## config.mk

```make
export PLATFORM = sky130hd
export DESIGN_NAME = buzzer_dma_bridge_flat
export DESIGN_NICKNAME = d
export VERILOG_FILES = /design/src/rtl/buzzer_dma_bridge_if.sv /design/src/rtl/buzzer_dma_bridge.sv /design/src/flat_wrapper.sv
export SDC_FILE = /design/constraint.sdc
export NUM_CORES = 1
export LEC_CHECK = 0
export ABC_CLOCK_PERIOD_IN_PS = 2400
export BUFFER_PORTS_ARGS = -buffer_cell sky130_fd_sc_hd__buf_4
export CAP_MARGIN = 5
export CORE_MARGIN = 5
export CORE_UTILIZATION = 52
export CTS_CLUSTER_DIAMETER = 60
export DETAILED_ROUTE_END_ITERATION = 12
export HOLD_SLACK_MARGIN = 0.03
export MAX_ROUTING_LAYER = met4
export PLACE_DENSITY = 0.81
export SLEW_MARGIN = 30
export SYNTH_ARGS = -nofsm -noshare
export SYNTH_HDL_FRONTEND = slang
export SYNTH_SLANG_ARGS = --single-unit
```

## constraint.sdc

```tcl
create_clock -name clk -period 2.4 [get_ports clk]
set_input_delay 0 -clock clk [delete_from_list [all_inputs] [get_ports clk]]
set_output_delay 0 -clock clk [all_outputs]
set_load 0.005 [all_outputs]
```

## src/rtl/buzzer_dma_bridge_if.sv

```systemverilog
// Bus bundle for the buzzer DMA bridge: two address-only client read ports
// (score and beat) plus the AHB-Lite master read port toward system memory.
interface buzzer_dma_bridge_if #(
  parameter int ADDR_W = 32
);
  logic [ADDR_W-1:0] SBDMA_HADDR;
  logic [31:0]       SBDMA_HRDATA;
  logic              SBDMA_HREADY;
  logic [ADDR_W-1:0] BBDMA_HADDR;
  logic [31:0]       BBDMA_HRDATA;
  logic              BBDMA_HREADY;
  logic [ADDR_W-1:0] M_HADDR;
  logic [1:0]        M_HTRANS;
  logic              M_HWRITE;
  logic [2:0]        M_HSIZE;
  logic [31:0]       M_HRDATA;
  logic              M_HREADY;
  logic              M_HRESP;

  // Bridge side
  modport master (
    input  SBDMA_HADDR, BBDMA_HADDR, M_HRDATA, M_HREADY, M_HRESP,
    output SBDMA_HRDATA, SBDMA_HREADY, BBDMA_HRDATA, BBDMA_HREADY,
           M_HADDR, M_HTRANS, M_HWRITE, M_HSIZE
  );

  // Clients and memory side
  modport slave (
    output SBDMA_HADDR, BBDMA_HADDR, M_HRDATA, M_HREADY, M_HRESP,
    input  SBDMA_HRDATA, SBDMA_HREADY, BBDMA_HRDATA, BBDMA_HREADY,
           M_HADDR, M_HTRANS, M_HWRITE, M_HSIZE
  );
endinterface

```

## src/rtl/buzzer_dma_bridge.sv

```systemverilog
// One-entry halfword cache per buzzer DMA client; misses are arbitrated
// round-robin and fetched as single halfword reads over AHB-Lite.
//
// state   | meaning
// --------+------------------------------------------------------------
// ST_IDLE | no fetch in flight; grant a missing client if any
// ST_ADDR | NONSEQ address phase for cur_addr, held through wait states
// ST_DATA | data phase; result lands in the granted client's entry
module buzzer_dma_bridge #(
  parameter int ADDR_W = 32
) (
  input  logic clk,
  input  logic rst_n,
  input  logic inv,
  output logic err,
  buzzer_dma_bridge_if.master bus
);

  localparam logic [1:0] HTRANS_IDLE   = 2'b00;
  localparam logic [1:0] HTRANS_NONSEQ = 2'b10;

  typedef enum logic [1:0] {
    ST_IDLE = 2'd0,
    ST_ADDR = 2'd1,
    ST_DATA = 2'd2
  } state_t;

  state_t            state_q;
  state_t            state_d;
  logic [ADDR_W-1:0] tag_s;
  logic [ADDR_W-1:0] tag_b;
  logic [15:0]       data_s;
  logic [15:0]       data_b;
  logic              val_s;
  logic              val_b;
  logic              hit_s;
  logic              hit_b;
  logic              miss_s;
  logic              miss_b;
  logic [ADDR_W-1:0] cur_addr;
  logic [ADDR_W-1:0] cur_addr_d;
  logic              cur_b;
  logic              last_b;
  logic              discard;
  logic              grant;
  logic              grant_b;
  logic              complete;
  logic              keep;
  logic [15:0]       fetch_data;
  logic [1:0]        htrans_q;
  logic [1:0]        htrans_d;

  assign hit_s  = val_s && (bus.SBDMA_HADDR == tag_s);
  assign hit_b  = val_b && (bus.BBDMA_HADDR == tag_b);
  assign miss_s = !hit_s;
  assign miss_b = !hit_b;

  assign bus.SBDMA_HREADY = hit_s;
  assign bus.BBDMA_HREADY = hit_b;
  assign bus.SBDMA_HRDATA = {16'h0000, data_s};
  assign bus.BBDMA_HRDATA = {16'h0000, data_b};

  assign bus.M_HADDR  = cur_addr;
  assign bus.M_HTRANS = htrans_q;
  assign bus.M_HWRITE = 1'b0;
  assign bus.M_HSIZE  = 3'b001;

  // An error response still fills the entry (with zero) so the client never stalls.
  assign fetch_data = bus.M_HRESP ? 16'h0000
                    : (cur_addr[1] ? bus.M_HRDATA[31:16] : bus.M_HRDATA[15:0]);
  assign keep = !(discard || inv);

  always_ff @(posedge clk or negedge rst_n) begin
    if (!rst_n) begin
      state_q <= ST_IDLE;
    end else begin
      state_q <= state_d;
    end
  end

  always_comb begin
    state_d    = state_q;
    cur_addr_d = cur_addr;
    htrans_d   = htrans_q;
    grant      = 1'b0;
    grant_b    = 1'b0;
    complete   = 1'b0;
    case (state_q)
      ST_IDLE: begin
        if (miss_s || miss_b) begin
          grant      = 1'b1;
          // On a tie the client that was not served last wins.
          grant_b    = miss_b && (!miss_s || !last_b);
          cur_addr_d = grant_b ? bus.BBDMA_HADDR : bus.SBDMA_HADDR;
          htrans_d   = HTRANS_NONSEQ;
          state_d    = ST_ADDR;
        end
      end
      ST_ADDR: begin
        if (bus.M_HREADY) begin
          htrans_d = HTRANS_IDLE;
          state_d  = ST_DATA;
        end
      end
      ST_DATA: begin
        if (bus.M_HREADY) begin
          complete = 1'b1;
          state_d  = ST_IDLE;
        end
      end
      default: begin
        htrans_d = HTRANS_IDLE;
        state_d  = ST_IDLE;
      end
    endcase
  end

  always_ff @(posedge clk or negedge rst_n) begin
    if (!rst_n) begin
      cur_addr <= '0;
      htrans_q <= HTRANS_IDLE;
      cur_b    <= 1'b0;
      last_b   <= 1'b1;
      discard  <= 1'b0;
      err      <= 1'b0;
    end else begin
      cur_addr <= cur_addr_d;
      htrans_q <= htrans_d;
      err      <= complete && bus.M_HRESP;
      if (grant) begin
        cur_b  <= grant_b;
        last_b <= grant_b;
      end
      // A fetch overtaken by an invalidate must not leave a valid entry.
      if (complete) begin
        discard <= 1'b0;
      end else if (inv && (state_q != ST_IDLE)) begin
        discard <= 1'b1;
      end
    end
  end

  always_ff @(posedge clk or negedge rst_n) begin
    if (!rst_n) begin
      tag_s  <= '0;
      tag_b  <= '0;
      data_s <= 16'h0000;
      data_b <= 16'h0000;
      val_s  <= 1'b0;
      val_b  <= 1'b0;
    end else begin
      if (inv) begin
        val_s <= 1'b0;
        val_b <= 1'b0;
      end
      if (complete) begin
        if (cur_b) begin
          tag_b  <= cur_addr;
          data_b <= fetch_data;
          val_b  <= keep;
        end else begin
          tag_s  <= cur_addr;
          data_s <= fetch_data;
          val_s  <= keep;
        end
      end
    end
  end

endmodule
```

## src/flat_wrapper.sv

```systemverilog
// flat-port wrapper written by rule: the top's interface ports become plain ports
module buzzer_dma_bridge_flat 
#(
  parameter int ADDR_W = 32
)
  (clk, rst_n, inv, err, bus_SBDMA_HADDR, bus_BBDMA_HADDR, bus_M_HRDATA, bus_M_HREADY, bus_M_HRESP, bus_SBDMA_HRDATA, bus_SBDMA_HREADY, bus_BBDMA_HRDATA, bus_BBDMA_HREADY, bus_M_HADDR, bus_M_HTRANS, bus_M_HWRITE, bus_M_HSIZE);
  buzzer_dma_bridge_if #(.ADDR_W(ADDR_W)) bus_i ();
  input  logic clk;
  input  logic rst_n;
  input  logic inv;
  output logic err;
  input wire logic [$bits(bus_i.SBDMA_HADDR)-1:0] bus_SBDMA_HADDR;
  input wire logic [$bits(bus_i.BBDMA_HADDR)-1:0] bus_BBDMA_HADDR;
  input wire logic [$bits(bus_i.M_HRDATA)-1:0] bus_M_HRDATA;
  input wire logic [$bits(bus_i.M_HREADY)-1:0] bus_M_HREADY;
  input wire logic [$bits(bus_i.M_HRESP)-1:0] bus_M_HRESP;
  output wire logic [$bits(bus_i.SBDMA_HRDATA)-1:0] bus_SBDMA_HRDATA;
  output wire logic [$bits(bus_i.SBDMA_HREADY)-1:0] bus_SBDMA_HREADY;
  output wire logic [$bits(bus_i.BBDMA_HRDATA)-1:0] bus_BBDMA_HRDATA;
  output wire logic [$bits(bus_i.BBDMA_HREADY)-1:0] bus_BBDMA_HREADY;
  output wire logic [$bits(bus_i.M_HADDR)-1:0] bus_M_HADDR;
  output wire logic [$bits(bus_i.M_HTRANS)-1:0] bus_M_HTRANS;
  output wire logic [$bits(bus_i.M_HWRITE)-1:0] bus_M_HWRITE;
  output wire logic [$bits(bus_i.M_HSIZE)-1:0] bus_M_HSIZE;
  assign bus_i.SBDMA_HADDR = bus_SBDMA_HADDR;
  assign bus_i.BBDMA_HADDR = bus_BBDMA_HADDR;
  assign bus_i.M_HRDATA = bus_M_HRDATA;
  assign bus_i.M_HREADY = bus_M_HREADY;
  assign bus_i.M_HRESP = bus_M_HRESP;
  assign bus_SBDMA_HRDATA = bus_i.SBDMA_HRDATA;
  assign bus_SBDMA_HREADY = bus_i.SBDMA_HREADY;
  assign bus_BBDMA_HRDATA = bus_i.BBDMA_HRDATA;
  assign bus_BBDMA_HREADY = bus_i.BBDMA_HREADY;
  assign bus_M_HADDR = bus_i.M_HADDR;
  assign bus_M_HTRANS = bus_i.M_HTRANS;
  assign bus_M_HWRITE = bus_i.M_HWRITE;
  assign bus_M_HSIZE = bus_i.M_HSIZE;
  buzzer_dma_bridge #(.ADDR_W(ADDR_W)) u_core (.clk(clk), .rst_n(rst_n), .inv(inv), .err(err), .bus(bus_i));
endmodule
```

## Yosys cells after proc, flatten, opt, wreduce, memory -nomap -nowiden

Index checks and enable logic that the tools add are counted.

- Flip-flop bits (word level): 138
- Latch bits: 0
- RAM bits: 0
- Memory bits (read-only): 0
- Bits of input ports: 101
- Output and inout port bits: 105
- Word-level logic and storage cells: 65
- Memories: 0

- $add $sub $neg: 0
- Multipliers: 0
- Divide/modulo/power cells: 0
- Order comparisons: 0
- Equality and inequality tests: 7
- Shifts and indexed selects: 0
- Mux-type cells: 23
- Bitwise logic cells: 2
- Reductions and logical operators: 20

Operators with widths:

| operator | count |
|---|---|
| == test 32 bit | 2 |
| 2-to-1 mux 16 bit | 2 |
| 2-to-1 mux 32 bit | 1 |
| 2-to-1 mux 1 bit | 14 |
| case mux 2 bit (3 select lines) | 2 |
| 2-to-1 mux 2 bit | 4 |
| AND reduction 2 bit | 3 |
| AND reduction 3 bit | 2 |
| logical AND 1 bit | 5 |
| zero test 1 bit | 4 |
| inequality test 2 bit (second input constant) | 2 |
| nonzero test 2 bit | 2 |
| logical OR 1 bit | 3 |
| == test 2 x 1 -> 1 bit (second input constant) | 1 |
| == test 2 bit (second input constant) | 1 |
| zero test 2 bit | 1 |
| inequality test 2 x 1 -> 1 bit (second input constant) | 1 |
| NOT 1 bit | 2 |

## Longest topological paths before layout

Gate-level depths: netlist of run 1.

- Depth after elaboration: 6
- Depth in mapped cells: 9
- Gate-level depth less buffers: 7

## Least setup slack after synthesis of run 1

Ideal clock, no wire load.

- Path kind: flip-flop to flip-flop
- Start point: register u_core.tag_s[21]
- End point: register u_core.cur_addr[0] (netlist: u_core.bus.M_HADDR[0])
- Library setup time: 123 ps
- Arrival time: 1920 ps
- Data required time: 2277 ps
- Setup slack: 357 ps
- Stages on the path, launching flop included: 10
- Path buffers: 2
- Cells stage by stage: dfrtp_1 > xor2_1 > nor4_1 > nand4_1 > nor4_4 > o21bai_2 > buf_6 > buf_12 > mux2i_1 > a21oi_1

- Longest elaborated chain between the ends: 5
- Elaborated cells between the ends (all ways): 8
- Classes of those cells: eq/ne (1); mux (1); reduce/logical (6)

RTL lines:

| item | line | text |
|---|---|---|
| from (decl) | buzzer_dma_bridge.sv:30 | `logic [ADDR_W-1:0] tag_s;` |
| from (signal assigned) | buzzer_dma_bridge.sv:162 | `tag_s <= cur_addr;` |
| == test 32 bit * | buzzer_dma_bridge.sv:53 | `assign hit_s = val_s && (bus.SBDMA_HADDR == tag_s);` |
| logical AND 1 bit * | buzzer_dma_bridge.sv:53 |  |
| via bus_SBDMA_HREADY | flat_wrapper.sv:18 | `output wire logic [$bits(bus_i.SBDMA_HREADY)-1:0] bus_SBDMA_HREADY;` |
| logical OR 1 bit or zero test 1 bit (tied branches) | buzzer_dma_bridge.sv:93, buzzer_dma_bridge.sv:55 |  |
| logical AND 1 bit or logical OR 1 bit (tied branches) | buzzer_dma_bridge.sv:93, buzzer_dma_bridge.sv:90 |  |
| 2-to-1 mux 32 bit or AND reduction 2 bit (tied branches) | - |  |
| to (signal assigned) | buzzer_dma_bridge.sv:127 | `cur_addr <= cur_addr_d;` |
| to (decl) | buzzer_dma_bridge.sv:40 | `logic [ADDR_W-1:0] cur_addr;` |

The timed path passes the listed nets; every way through them passes the cells marked *.
A chain may end at the register's enable or synchronous reset.

## Worst setup path in the final report of run 1

- Start point: register u_core.tag_b[16]
- End point: register u_core.cur_addr[31] (netlist: u_core.bus.M_HADDR[31])

- Longest elaborated chain between the ends: 5
- Elaborated cells between the ends (all ways): 7
- Classes of those cells: eq/ne (1); mux (1); reduce/logical (5)

RTL lines:

| item | line | text |
|---|---|---|
| from (decl) | buzzer_dma_bridge.sv:31 | `logic [ADDR_W-1:0] tag_b;` |
| from (signal assigned) | buzzer_dma_bridge.sv:158 | `tag_b <= cur_addr;` |
| == test 32 bit * | buzzer_dma_bridge.sv:54 | `assign hit_b = val_b && (bus.BBDMA_HADDR == tag_b);` |
| logical AND 1 bit * | buzzer_dma_bridge.sv:54 |  |
| zero test 1 bit * | buzzer_dma_bridge.sv:56 | `assign miss_b = !hit_b;` |
| logical AND 1 bit or logical OR 1 bit (tied branches) | buzzer_dma_bridge.sv:93, buzzer_dma_bridge.sv:90 |  |
| 2-to-1 mux 32 bit or AND reduction 2 bit (tied branches) | - |  |

Every way passes the cells marked *; elsewhere a longest branch is shown, timed or not.

==> impl_metrics.toml, run 1 <==
[placement]
port_buffers = 168
gp_congestion = 0.876
dp.cells = 870
place_worst_setup_slack_ns = -0.0469
dp_hpwl_um = 12600

[sta]
fmax_mhz = 418
rsz0062_at_grt = "true"
fin_crit_ns = 2.39
final-hold-violation-count = 0
worstMarginPinSlew_ns = 0.500
slew_headroom = 0.664
setup_tns_ns = 0
setup_slack_ns = 0.00968
finClkSkew_ns = 0.00907
slew_violations = 0
min_period_over_period = 0.996
setup_viol = 0

[setup_path]
cp_max_fo = 9
end_kind = "flip-flop"
path_class = "reg -> reg"
worstSetupStartpointType = "flip-flop"
rr_startpoint = "u_core.tag_b[16]"
required_ns = 2.69
r2r_slack_ns = 0.01
arrival_ns = 2.68
rr_worst_depth = 8
r2r_end = "u_core.bus.M_HADDR[31]"

[grt]
grt_pass1_vias = 5665
antenna_found_initial = 0
grt_pass1_wl_um = 30100
grtUsageTotal = 0.272
grt_max_degree = 70
gr-total-overflow = 0

[route]
wl_per_cell_um = 20.2
firstDrtPassIters = 4
maxUsedRoutingLayer = "met4"
met3_length_um = 1540
vias = 5197
wl_met2_um = 10400
wl_met1_um = 7670
wl_um = 20100
antenna_left = 0
first_iter_violations = 365
vias_per_cell = 5.20
drcViolationCount = 0

[synthesis]
synthCells = 541
synth-warning-count = 0
avgSynthCellArea_um2 = 12.4
synth_cell_types = 36
syn_area_um2 = 6700
synth_area_leader_cell = "dfrtp_1"
synth.area.top_cells = "dfrtp_1 (51%), mux2_2 (16%), xor2_1 (7.6%)"
synth_seq_area_share = 0.512
ys_seq_elements = 137
synth_top_area_share = 0.508

[job]
maxCapViolCount = 0

[floorplanning]
ios = 206
start_util = 0.531
dieHeight_um = 124
dieArea_um2 = 15300
die_w_um = 124
rows = 41
coreArea_um2 = 12600

[clock_network]
cts_buffer_depth = 2
numCtsBuffers = 17
cts_tree = "built"
htreeDepth = 4
insertion_delay_ns = 0.42
clockRootBuffer = "clkbuf_16"
post_cts_buffers = 0
cts_sinks = 137
clk_pin_slew_ns = 0.06

[power_and_ir_drop]
p_total_w = 0.0117
power.density_nw_per_um2 = 1200
ir_drop_mv = 0.594
leakage_nw = 4.65

[final_layout]
register_area_um2 = 3430
area_growth_pct = 45.5
layout_commonest_cell = "buf_4"
drive_above_1_share = 0.401
final_cell_mix = "buf_4 (178), dfrtp_1 (136), mux2_2 (96), dlygate4sd3_1 (94), xor2_1 (58)"
num_antenna_cells = 0
n_fill_cell = 760
multi_input_area_um2 = 3010
finalNonFillerCells = 999
layout.nets = 915

[outcome]
status = "complete, no violations"

[min_path]
hold_class = "in -> async"
-- routing by layer --
layer | vias to the layer above | global-route usage
li1 | 2346 | -
met1 | 2577 | 0.304
met2 | 228 | 0.461
met3 | 46 | 0.0709
met4 | 0 | 0.115
met5 | - | -
-- flip-flops by register name, indices dropped and copies added, names as in the netlist --
register             flops
u_core.data_b           16
u_core.tag_s            32
u_core.bus.M_HTRANS      1
u_core.discard           1
u_core.err               1
u_core.last_b            1
u_core.data_s           16
u_core.val_s             1
u_core.val_b             1
u_core.bus.M_HADDR      32
u_core.cur_b             1
u_core.tag_b            32
u_core.state_q           2
-- cell families (layout without fill, tap and decap cells) --
| kind of cell | after synthesis | count (layout) | synth area share |
|---|---|---|---|
| AO/OA/AOI/OAI | 45 | 45 | 0.0403 |
| other | 2 | 37 | 0.00112 |
| buffers and inverters | 66 | 317 | 0.0706 |
| XOR/XNOR | 64 | 64 | 0.0837 |
| flip-flops | 137 | 137 | 0.512 |
| multiplexers | 144 | 144 | 0.233 |
| AND/OR/NAND/NOR | 83 | 83 | 0.0594 |
-- area by class of cell --
| cell class | instances | share of cell area |
|---|---|---|
| clock inverter | 9 | 0.0123 |
| multi-input combinational | 373 | 0.309 |
| inverter | 2 | 0.000770 |
| clock buffer | 23 | 0.0490 |
| tap | 172 | 0.0221 |
| sequential | 137 | 0.352 |
| timing repair buffer | 283 | 0.255 |
-- cell usage after synthesis --
library cell  count
buf_1             5
a21o_1            2
buf_6             4
a211oi_2          1
buf_2             3
buf_12            3
nor2_1           53
xor2_1           58
nor4_4            1
nor3_4            1
o22a_1            1
nand2_1           3
nor3_1            3
o31ai_1           1
buf_4            38
o21a_1            1
nand3b_1          1
nand4_1           3
inv_1             2
dfstp_2           1
o41ai_1           1
a21oi_1          33
a211oi_1          1
o21bai_2          1
o32ai_2           1
and2_1            1
nand3_1           3
mux2_2           96
xnor2_1           6
mux2i_1          48
conb_1            2
o21ai_0           2
nor4_1           13
dfrtp_1         136
nand2b_1          1
clkbuf_1         11
-- critical path, cell delays in order (launching register included) --
cell and delay [ns]:
dfrtp_1 0.40, xor2_1 0.22, nor4_2 0.40, nand3_1 0.23
nor3_4 0.23, o21bai_4 0.24, buf_12 0.21, mux2i_2 0.23
a21oi_1 0.11
-- worst max path at each step --
| stage | endpoint | from | slack [ns] | depth (start not counted) |
|---|---|---|---|---|
| after floorplan | u_core.bus.M_HADDR[0] | u_core.tag_s[21] | 0.36 | 9 |
| after global placement | u_core.bus.M_HADDR[25] | u_core.tag_b[11] | 0.02 | 9 |
| after detailed placement | u_core.bus.M_HADDR[8] | u_core.tag_s[25] | -0.05 | 10 |
| after CTS | u_core.bus.M_HADDR[6] | u_core.tag_s[16] | 0.01 | 10 |
| after global routing | u_core.bus.M_HADDR[31] | u_core.tag_b[16] | -0.09 | 8 |
| final | u_core.bus.M_HADDR[31] | u_core.tag_b[16] | 0.01 | 8 |
-- metrics by stage --
step	hold slack, ns	util	area [um^2]
6_report	0.0496	0.773	9750
4_1_cts	0.0603	0.765	9650
2_1_floorplan	-0.296	-	6830
3_5_place_dp	-0.0682	0.641	8090
3_3_place_gp	-0.0739	0.641	8090
5_1_grt	0.0914	0.773	9750
-- what timing repair did --
item | in CTS | in global routing
gates cloned | 0 | 3
hold buffers | 94 | 0
hold endpoints to repair | 201 | 0
endpoints found under the setup margin | 29 | 33
pin swaps | 0 | 11
resized for setup | 3 | 8
-- where the power goes --
part / internal, W / switching, W
sequential: 0.00344 / 0.000915
combinational: 0.00260 / 0.00208
clock: 0.00170 / 0.000955
total: 0.00774 / 0.00395
No activity file was read; power rests on OpenSTA's default activity.
==> inputs of run 2 (changes only) <==
--- a/config.mk
+++ b/config.mk
@@ -8,7 +8,7 @@
 export ABC_CLOCK_PERIOD_IN_PS = 2400
 export BUFFER_PORTS_ARGS = -buffer_cell sky130_fd_sc_hd__buf_4
 export CAP_MARGIN = 5
-export CORE_MARGIN = 5
+export CORE_MARGIN = 2
 export CORE_UTILIZATION = 52
 export CTS_CLUSTER_DIAMETER = 60
 export DETAILED_ROUTE_END_ITERATION = 12
==> impl_metrics.toml, run 2 (synthesis gave the netlist of run 1 again) <==
[outcome]
status = "complete, no violations"

[grt]
grt_pass1_wl_um = 29000
grt_pass1_vias = 5658
grtUsageTotal = 0.278
grt_max_degree = 50
gr-total-overflow = 0
antenna_found_initial = 0

[clock_network]
cts_sinks = 137
cts_buffer_depth = 2
htreeDepth = 4
cts_tree = "built"
insertion_delay_ns = 0.42
clk_pin_slew_ns = 0.06
clockRootBuffer = "clkbuf_16"
numCtsBuffers = 17

[power_and_ir_drop]
pwr-share-clk = 0.208
p_sw_frac = 0.338
comb_power_share = 0.405
p_int_w = 0.00744
seqPwrFrac = 0.388
ir_drop_mv = 0.674
leakage_nw = 4.59
p_total_w = 0.0112
power.switching_w = 0.00379
power.density_nw_per_um2 = 1170

[placement]
dp_hpwl_um = 11900
port_buffers = 168
place_worst_setup_slack_ns = -0.0464
gp_congestion = 0.870

[floorplanning]
coreArea_um2 = 12600
start_util = 0.531
die_w_um = 118
rows = 41
ios = 206
dieArea_um2 = 13800
dieHeight_um = 118

[sta]
setup_slack_ns = 0.0129
setup_viol = 0
min_period_over_period = 0.995
slew_violations = 0
fmax_mhz = 419
rsz0062_at_grt = "true"
final-hold-violation-count = 0
fin_crit_ns = 2.39
finClkSkew_ns = 0.00929

[setup_path]
path_class = "reg -> reg"
end_kind = "flip-flop"
cp_max_fo = 8
r2r_slack_ns = 0.01
startpoint = "u_core.tag_b[16]"
worstSetupStartpointType = "flip-flop"
arrival_ns = 2.69
required_ns = 2.70
rr_startpoint = "u_core.tag_b[16]"

[route]
vias = 5112
vias_per_cell = 5.15
drcViolationCount = 0
antenna_left = 0
wl_um = 18300
firstDrtPassIters = 4
first_iter_violations = 300
wl_per_cell_um = 18.5

[final_layout]
num_antenna_cells = 0
multi_input_area_um2 = 3010
final_cell_mix = "buf_4 (178), dfrtp_1 (136), mux2_2 (96), dlygate4sd3_1 (88), xor2_1 (57)"
layout_commonest_cell = "buf_4"
register_area_um2 = 3430
n_fill_cell = 774
layout.nets = 909
area_growth_pct = 43.8
drive_above_1_share = 0.396

[min_path]
min_from = "bus_M_HRDATA[25]"
hold_class = "in -> reg"

[job]
maxCapViolCount = 0
run 2: changes by cell type in the layout (fill, tap and decap cells not counted), moves of 2 or more:
cell,delta
a21oi_1,+3
a21oi_2,-3
bufinv_16,-3
clkbuf_1,+4
clkinv_2,-2
dlygate4sd3_1,-6
run 2: timing repair:
item	CTS	global route
endpoints found under the setup margin	33	33
hold buffers	88	0
endpoints found under the hold margin	195	0
buffers inserted	0	1
cloned	0	3
pin swaps	1	11
resized for setup	1	8
run 2: final cells by class:
| type | count | area share |
|---|---|---|
| Sequential cell | 137 | 0.356 |
| Multi-Input combinational cell | 373 | 0.312 |
| Timing Repair Buffer | 277 | 0.254 |
| Clock buffer | 28 | 0.0526 |
| Tap cell | 172 | 0.0223 |
| Clock inverter | 4 | 0.00208 |
| Inverter | 2 | 0.000779 |
run 2: worst max-delay path, cell delays in order, from the launching register on:
cell       delay (ns)
dfrtp_1          0.39
xor2_1           0.18
nor4_2           0.34
buf_4            0.19
nand3_4          0.09
nor3_4           0.24
o21bai_4         0.25
clkbuf_16        0.25
mux2i_1          0.22
a21oi_1          0.09
run 2: stage by stage:
stage               cells  hold WS, ns  utilization  instance area [um^2]  TNS, ns
detailed placement    869      -0.0309        0.641                  8080   -0.336
global placement      869      -0.0322        0.641                  8080  -0.0452
finish                993       0.0366        0.763                  9630        0
CTS                   989       0.0308        0.753                  9500        0
floorplan             576       -0.296            -                  6830        0
global route          993       0.0426        0.763                  9630    -1.05
run 2: per-layer routing:
| metal | vias to the layer above | GRT usage | share of wire |
|---|---|---|---|
| met5 | - | - | 0 |
| met4 | 0 | 0.103 | 0.021 |
| met3 | 36 | 0.0775 | 0.069 |
| met2 | 227 | 0.469 | 0.52 |
| met1 | 2523 | 0.318 | 0.39 |
| li1 | 2326 | - | - |
run 2: final timing paths:
path | cells past startpoint | end
worst max-delay path | 9 | u_core.bus.M_HADDR[19]
worst min-delay path | 4 | u_core.data_s[9]
worst max register to register | 9 | u_core.bus.M_HADDR[19]
worst min register to register | 1 | u_core.bus.M_HTRANS[1]
max in group asynchronous | 3 | u_core.tag_s[7]
min in group asynchronous | 2 | u_core.bus.M_HADDR[14]
run 2: power by group through the flow:
stage                     clock network [W]  logic (W)  registers, W
after floorplan                           0    0.00261       0.00413
after global placement                    0    0.00398       0.00425
after detailed placement                  0    0.00413       0.00435
after CTS                           0.00237    0.00432       0.00432
after global routing                0.00250    0.00490       0.00448
final                               0.00233    0.00455       0.00436
